[src/rtl/conv2d_ctrl.sv]
// conv2d_ctrl: 3x3 conv2d sequencer (kernel/bias load, pixel raster, window-valid tracking); CONV_CTRL_REUSE_CFG_EN adds reuse_cfg
module conv2d_ctrl #(
  parameter int IMG_W = 28,
  parameter int IMG_H = 28,
  parameter int PIPE_LAT = 1
) (
  input  logic                       clk,
  input  logic                       rst,
`ifdef CONV_CTRL_REUSE_CFG_EN
  input  logic                       reuse_cfg,
`endif
  input  logic                       start,
  input  logic                       cfg_valid,
  input  logic [7:0]                 cfg_data,
  output logic                       cfg_ready,
  input  logic                       pix_valid,
  input  logic [7:0]                 pix_data,
  output logic                       pix_ready,
  output logic [7:0]                 dp_pixel,
  output logic                       dp_shift,
  output logic                       dp_cfg_we,
  output logic [3:0]                 dp_cfg_addr,
  output logic [7:0]                 dp_cfg_data,
  output logic [$clog2(IMG_H)-1:0]   row,
  output logic [$clog2(IMG_W)-1:0]   col,
  output logic                       out_valid,
  output logic                       busy,
  output logic                       done
);
  localparam int RW = $clog2(IMG_H);
  localparam int CW = $clog2(IMG_W);
  localparam int FW = $clog2(PIPE_LAT + 1);
  typedef enum logic [2:0] {IDLE, LOAD, RUN, FLUSH, DONE} state_t;
  state_t r_state, w_next;
  logic [3:0] r_idx;
  logic [RW-1:0] r_nrow, r_row;
  logic [CW-1:0] r_ncol, r_col;
  logic [FW-1:0] r_fcnt;
  logic [PIPE_LAT:0] r_dly;
  logic [7:0] r_pix, r_cdata;
  logic [3:0] r_addr;
  logic r_we, r_shift;
  logic w_cfg_hs, w_last_cfg, w_acc, w_col_end, w_last_pix, w_win, w_reuse;
  assign cfg_ready = r_state == LOAD;
  assign pix_ready = r_state == RUN;
  assign busy = r_state != IDLE;
  assign done = r_state == DONE;
  assign w_cfg_hs = cfg_valid & cfg_ready;
  assign w_last_cfg = w_cfg_hs & (r_idx == 4'd9);
  assign w_acc = pix_valid & pix_ready;
  assign w_col_end = r_ncol == CW'(IMG_W - 1);
  assign w_last_pix = w_acc & w_col_end & (r_nrow == RW'(IMG_H - 1));
  assign w_win = w_acc & (r_nrow >= RW'(2)) & (r_ncol >= CW'(2));
  assign dp_pixel = r_pix;
  assign dp_shift = r_shift;
  assign dp_cfg_we = r_we;
  assign dp_cfg_addr = r_addr;
  assign dp_cfg_data = r_cdata;
  assign row = r_row;
  assign col = r_col;
  assign out_valid = r_dly[PIPE_LAT];
`ifdef CONV_CTRL_REUSE_CFG_EN
  logic r_loaded;
  // remember that a full kernel+bias set is resident in the datapath
  always_ff @(posedge clk or posedge rst)
    if (rst) r_loaded <= 1'b0;
    else if (w_last_cfg) r_loaded <= 1'b1;
  assign w_reuse = reuse_cfg & r_loaded;
`else
  assign w_reuse = 1'b0;
`endif
  // state register
  always_ff @(posedge clk or posedge rst)
    if (rst) r_state <= IDLE;
    else r_state <= w_next;
  // next-state: flush holds until the last window result has left the datapath
  always_comb begin
    w_next = r_state;
    case (r_state)
      IDLE:    if (start) w_next = w_reuse ? RUN : LOAD;
      LOAD:    if (w_last_cfg) w_next = RUN;
      RUN:     if (w_last_pix) w_next = FLUSH;
      FLUSH:   if (r_fcnt == FW'(PIPE_LAT)) w_next = DONE;
      DONE:    w_next = IDLE;
      default: w_next = IDLE;
    endcase
  end
  // config stream: register each accepted word as a datapath write
  always_ff @(posedge clk or posedge rst)
    if (rst) begin
      r_idx <= '0;
      r_we <= 1'b0;
      r_addr <= '0;
      r_cdata <= '0;
    end else begin
      r_idx <= (r_state == LOAD) ? r_idx + 4'(w_cfg_hs) : '0;
      r_we <= w_cfg_hs;
      if (w_cfg_hs) begin
        r_addr <= r_idx;
        r_cdata <= cfg_data;
      end
    end
  // pixel path: next-position counters, registered pixel/position, window delay line
  always_ff @(posedge clk or posedge rst)
    if (rst) begin
      r_nrow <= '0;
      r_ncol <= '0;
      r_row <= '0;
      r_col <= '0;
      r_pix <= '0;
      r_shift <= 1'b0;
      r_fcnt <= '0;
      r_dly <= '0;
    end else begin
      r_shift <= w_acc;
      if (w_acc) begin
        r_pix <= pix_data;
        r_row <= r_nrow;
        r_col <= r_ncol;
      end
      r_ncol <= (r_state != RUN) ? '0 : w_acc ? (w_col_end ? '0 : r_ncol + CW'(1)) : r_ncol;
      r_nrow <= (r_state != RUN) ? '0 : (w_acc & w_col_end) ? r_nrow + RW'(1) : r_nrow;
      r_fcnt <= (r_state == FLUSH) ? r_fcnt + FW'(1) : '0;
      r_dly <= {r_dly[PIPE_LAT-1:0], w_win};
    end
endmodule

[config.mk]
export PLATFORM = sky130hd
export DESIGN_NAME = conv2d_ctrl
export DESIGN_NICKNAME = d
export VERILOG_FILES = /design/src/rtl/conv2d_ctrl.sv
export SDC_FILE = /design/constraint.sdc
export NUM_CORES = 1
export LEC_CHECK = 0
export ABC_AREA = 1
export CAP_MARGIN = 40
export CORE_MARGIN = 2
export CORE_UTILIZATION = 32
export CTS_CLUSTER_SIZE = 20
export DETAILED_ROUTE_END_ITERATION = 16
export HOLD_SLACK_MARGIN = 0.1
export PLACE_DENSITY = 0.62
export SYNTH_ARGS = -nofsm -noshare
export SYNTH_HDL_FRONTEND = slang
export SYNTH_SLANG_ARGS = --single-unit
[constraint.sdc]
create_clock -name clk -period 2.2 [get_ports clk]
set_input_delay 0.44 -clock clk [delete_from_list [all_inputs] [get_ports clk]]
set_output_delay 0.44 -clock clk [all_outputs]
set_load 0.01 [all_outputs]
==> results.md, run 1 <==
* Status: finished clean
* Mapped Cells at between 200 and 300
* Max Cap Violations at 0
* Final #Nets at between 300 and 400
* Worst Max-Slew Pin Slew at 0.498 ns
* Layout cells sized above 1 at a little over a tenth
* Vias post-DR at approximately 1.8k
* Die area at 7980 um2
* DR iter-0 viols at 40
* Hold buffer count at CTS at 0
* # IOs at between 50 and 60
* Crit path time final at 2.09 ns
* Critical Path Start Type: flop
* Post-DP HPWL at between 3 and 4 mm
* H-tree Lvls at 2
* WHS Endpoint: r_dly[1]
* Final instance area at 3130 um2
* Number of library cell types mapped by synthesis at 26
* Worst min-delay path class: flop to flop
* ANT cells at 0
* Slew HR at between 60% and 70%
* Sequential share of the synthesized area at 55.8%
* Average wire per standard cell at 11.4 um
* FP Rows at 31
* Setup violators final at 0
* Worst path arrival time at 1.65 ns
* Worst EP required at approximately 1.8 ns
* VDD IR max at 0.329 mV
* Die H at around 89 um
* Largest net degree at the start of global routing at 24
* Worst Skew at just under 0.006 ns
* Drt drc at 0
* Via density at 4.36
* Grt total ovfl at 0
* R2r worst-path depth at 8
* Leak pwr at 1.47 nW
* Crit path kind: flop to primary output
* Post-Route WL at 4.70 mm
* Reg-to-Reg Start: r_ncol[1]
* R2r endpoint: r_state[0]
* Clock sink count at 52
* Clk_lat worst skew at roughly 0.30 ns
* Core Area at 7140 um2
* Total Routing Usage GR at ~13%
* Hold Crit Depth at 0
* Total power at between 0.003 and 0.004 W
* Multi-input logic area at 855 um2
* Synth warnings at 0
* Port Buffers at 57
* First drt pass iteration count at 6
* CTS root buf: clkbuf_8
* Hold Fails Final Rpt at 0
* Initial antenna violation count at 0
* HP Start: r_dly[0]
* Crit share post-route at 95.2%
* Syn Area/Cell at roughly 9.2 um2
* Slew Viols, Final at 0
* TritonCTS clock tree: done
* Post-DP Area at 3010 um2
* CTS clk-pin slew, worst paths at approximately 0.090 ns
* Crit-path max FO at 8
* P&R area growth vs syn at 34.1%
* Pwr/cell area at 1050 nW/um2
* Synthesized Nets at 279
* Setup_tns at 0 ns
* Maximum operating frequency at 477 MHz
* Fill cells at 713
* Final Wtd Congestion at 0.804
* CP Capture Type: primary output
* DIE WIDTH at 89.4 um
* Routed Antenna Nets at 0
* Vias in the first global route at 1692
* Flops & latches, synth at 52
* R2R Setup Slk at 0.62 ns
* Global-route wire length before repair at 7.71 mm
* Sequential Area at around 1300 um2
* RSZ-0062 raised after global routing: false
* Clk buf depth at 2
* Mapped cell area at approximately 2300 um2
* Num CTS Buffers at 5
* Initial core utilization at 32.7%
[registers in the layout, summed over array words and instances, names as in the netlist, 4 cells and up]
register     flops
col              5
dp_cfg_addr      4
dp_cfg_data      8
dp_pixel         8
r_idx            4
r_ncol           5
r_nrow           5
row              5
[metal layers]
layer	vias to the layer above	global-route usage [%]	wire [um]	share of wire [%]
met1	843	16.6	2230	47
met3	5	3.79	268	5.7
met2	47	19.5	2140	46
met5	-	0	0	0
met4	0	4.61	62	1.3
li1	909	-	-	-
[power breakdown]
part	switching [W]	internal (W)
registers	0.000141	0.00117
logic	0.000699	0.000642
clock network	0.000304	0.000327
[logic make-up after synthesis]
kind of cell,after synthesis,share of synthesized area [%]
AO/OA/AOI/OAI,27,7.14
XOR/XNOR,5,1.88
adder cells (fa/ha/maj),6,3.22
buffers and inverters,36,7.51
flip-flops,52,55.8
AND/OR/NAND/NOR,126,24.4
[cell usage in the layout (no fill, tap or decap), types with 3 or more instances in the layout]
master / count
nand2_2: 3
o21ai_0: 15
inv_2: 4
clkdlybuf4s50_1: 56
o22ai_1: 5
inv_1: 25
nand3_1: 8
buf_4: 5
nand2_1: 86
ha_1: 6
nor2_4: 4
xor2_1: 4
dfrtp_1: 51
nor2_1: 15
a21oi_1: 3
clkbuf_8: 5
[what timing repair did]
action                     CTS  global route
pin swaps                    0             1
setup endpoints to repair    1             1
gates resized for setup      1             1
setup buffers                0             2
[layout make-up]
| type | instances | area share, % |
|---|---|---|
| sequential | 52 | 41.7 |
| multi-input combinational | 164 | 27.3 |
| timing repair buffer | 63 | 20.2 |
| tap | 99 | 3.96 |
| inverter | 30 | 3.68 |
| clock buffer | 5 | 2.20 |
| clock inverter | 1 | 0.961 |
[critical path, cell delays in order (launching register included)]
cell and delay (ns):
dfrtp_1 0.48, inv_2 0.12, nand3_4 0.13, inv_1 0.09
clkdlybuf4s50_1 0.53
[stage by stage]
stage          utilization (%)  instances  hold WS [ns]  setup slack, ns
3_5_place_dp              42.1        406         0.336            0.321
3_3_place_gp              42.1        406         0.336            0.356
6_report                  43.8        414         0.360            0.105
2_1_floorplan                -        252         0.331            0.502
4_1_cts                   43.5        412         0.358          0.00137
5_1_grt                   43.8        414         0.367           0.0240
[how the worst max path moves through the flow]
stage	depth (start not counted)	start	slack, ns	to
after floorplan	1	rst	0.50	col[0]
after global placement	4	r_state[0]	0.36	pix_ready
after detailed placement	4	r_state[0]	0.32	pix_ready
after CTS	4	r_state[0]	0.001	pix_ready
after global routing	4	r_state[1]	0.02	cfg_ready
final	4	r_state[1]	0.11	cfg_ready
[cell usage after synthesis]
cell type | count | share of area, %
nand2_1 | 86 | 14
dfrtp_1 | 52 | 56
inv_1 | 26 | 4.2
nor2_1 | 15 | 2.4
o21ai_0 | 15 | 3.2
nand3_1 | 8 | 1.7
ha_1 | 6 | 3.2
o22ai_1 | 5 | 1.3
buf_6 | 4 | 1.9
nor2_4 | 4 | 1.9
xor2_1 | 4 | 1.5
a21oi_1 | 3 | 0.64
inv_2 | 3 | 0.48
nand2_2 | 3 | 0.81
buf_4 | 2 | 0.64
nand3_4 | 2 | 1.5
nand4_1 | 2 | 0.54
nor3_1 | 2 | 0.43
nor4_1 | 2 | 0.54
o21ai_2 | 2 | 0.75
inv_4 | 1 | 0.27
nand3_2 | 1 | 0.43
nor2_2 | 1 | 0.27
o21ai_4 | 1 | 0.70
o21bai_2 | 1 | 0.48
xnor2_1 | 1 | 0.38
Note: power is estimated with default switching activity, not from simulation.
==> run 2: changes to the inputs <==
ABC_CLOCK_PERIOD_IN_PS = 2200   (was not set)
SLEW_MARGIN = 20   (was not set)
==> results of run 2 <==
The final DEF is identical to that of run 1; final timing and power are the same.
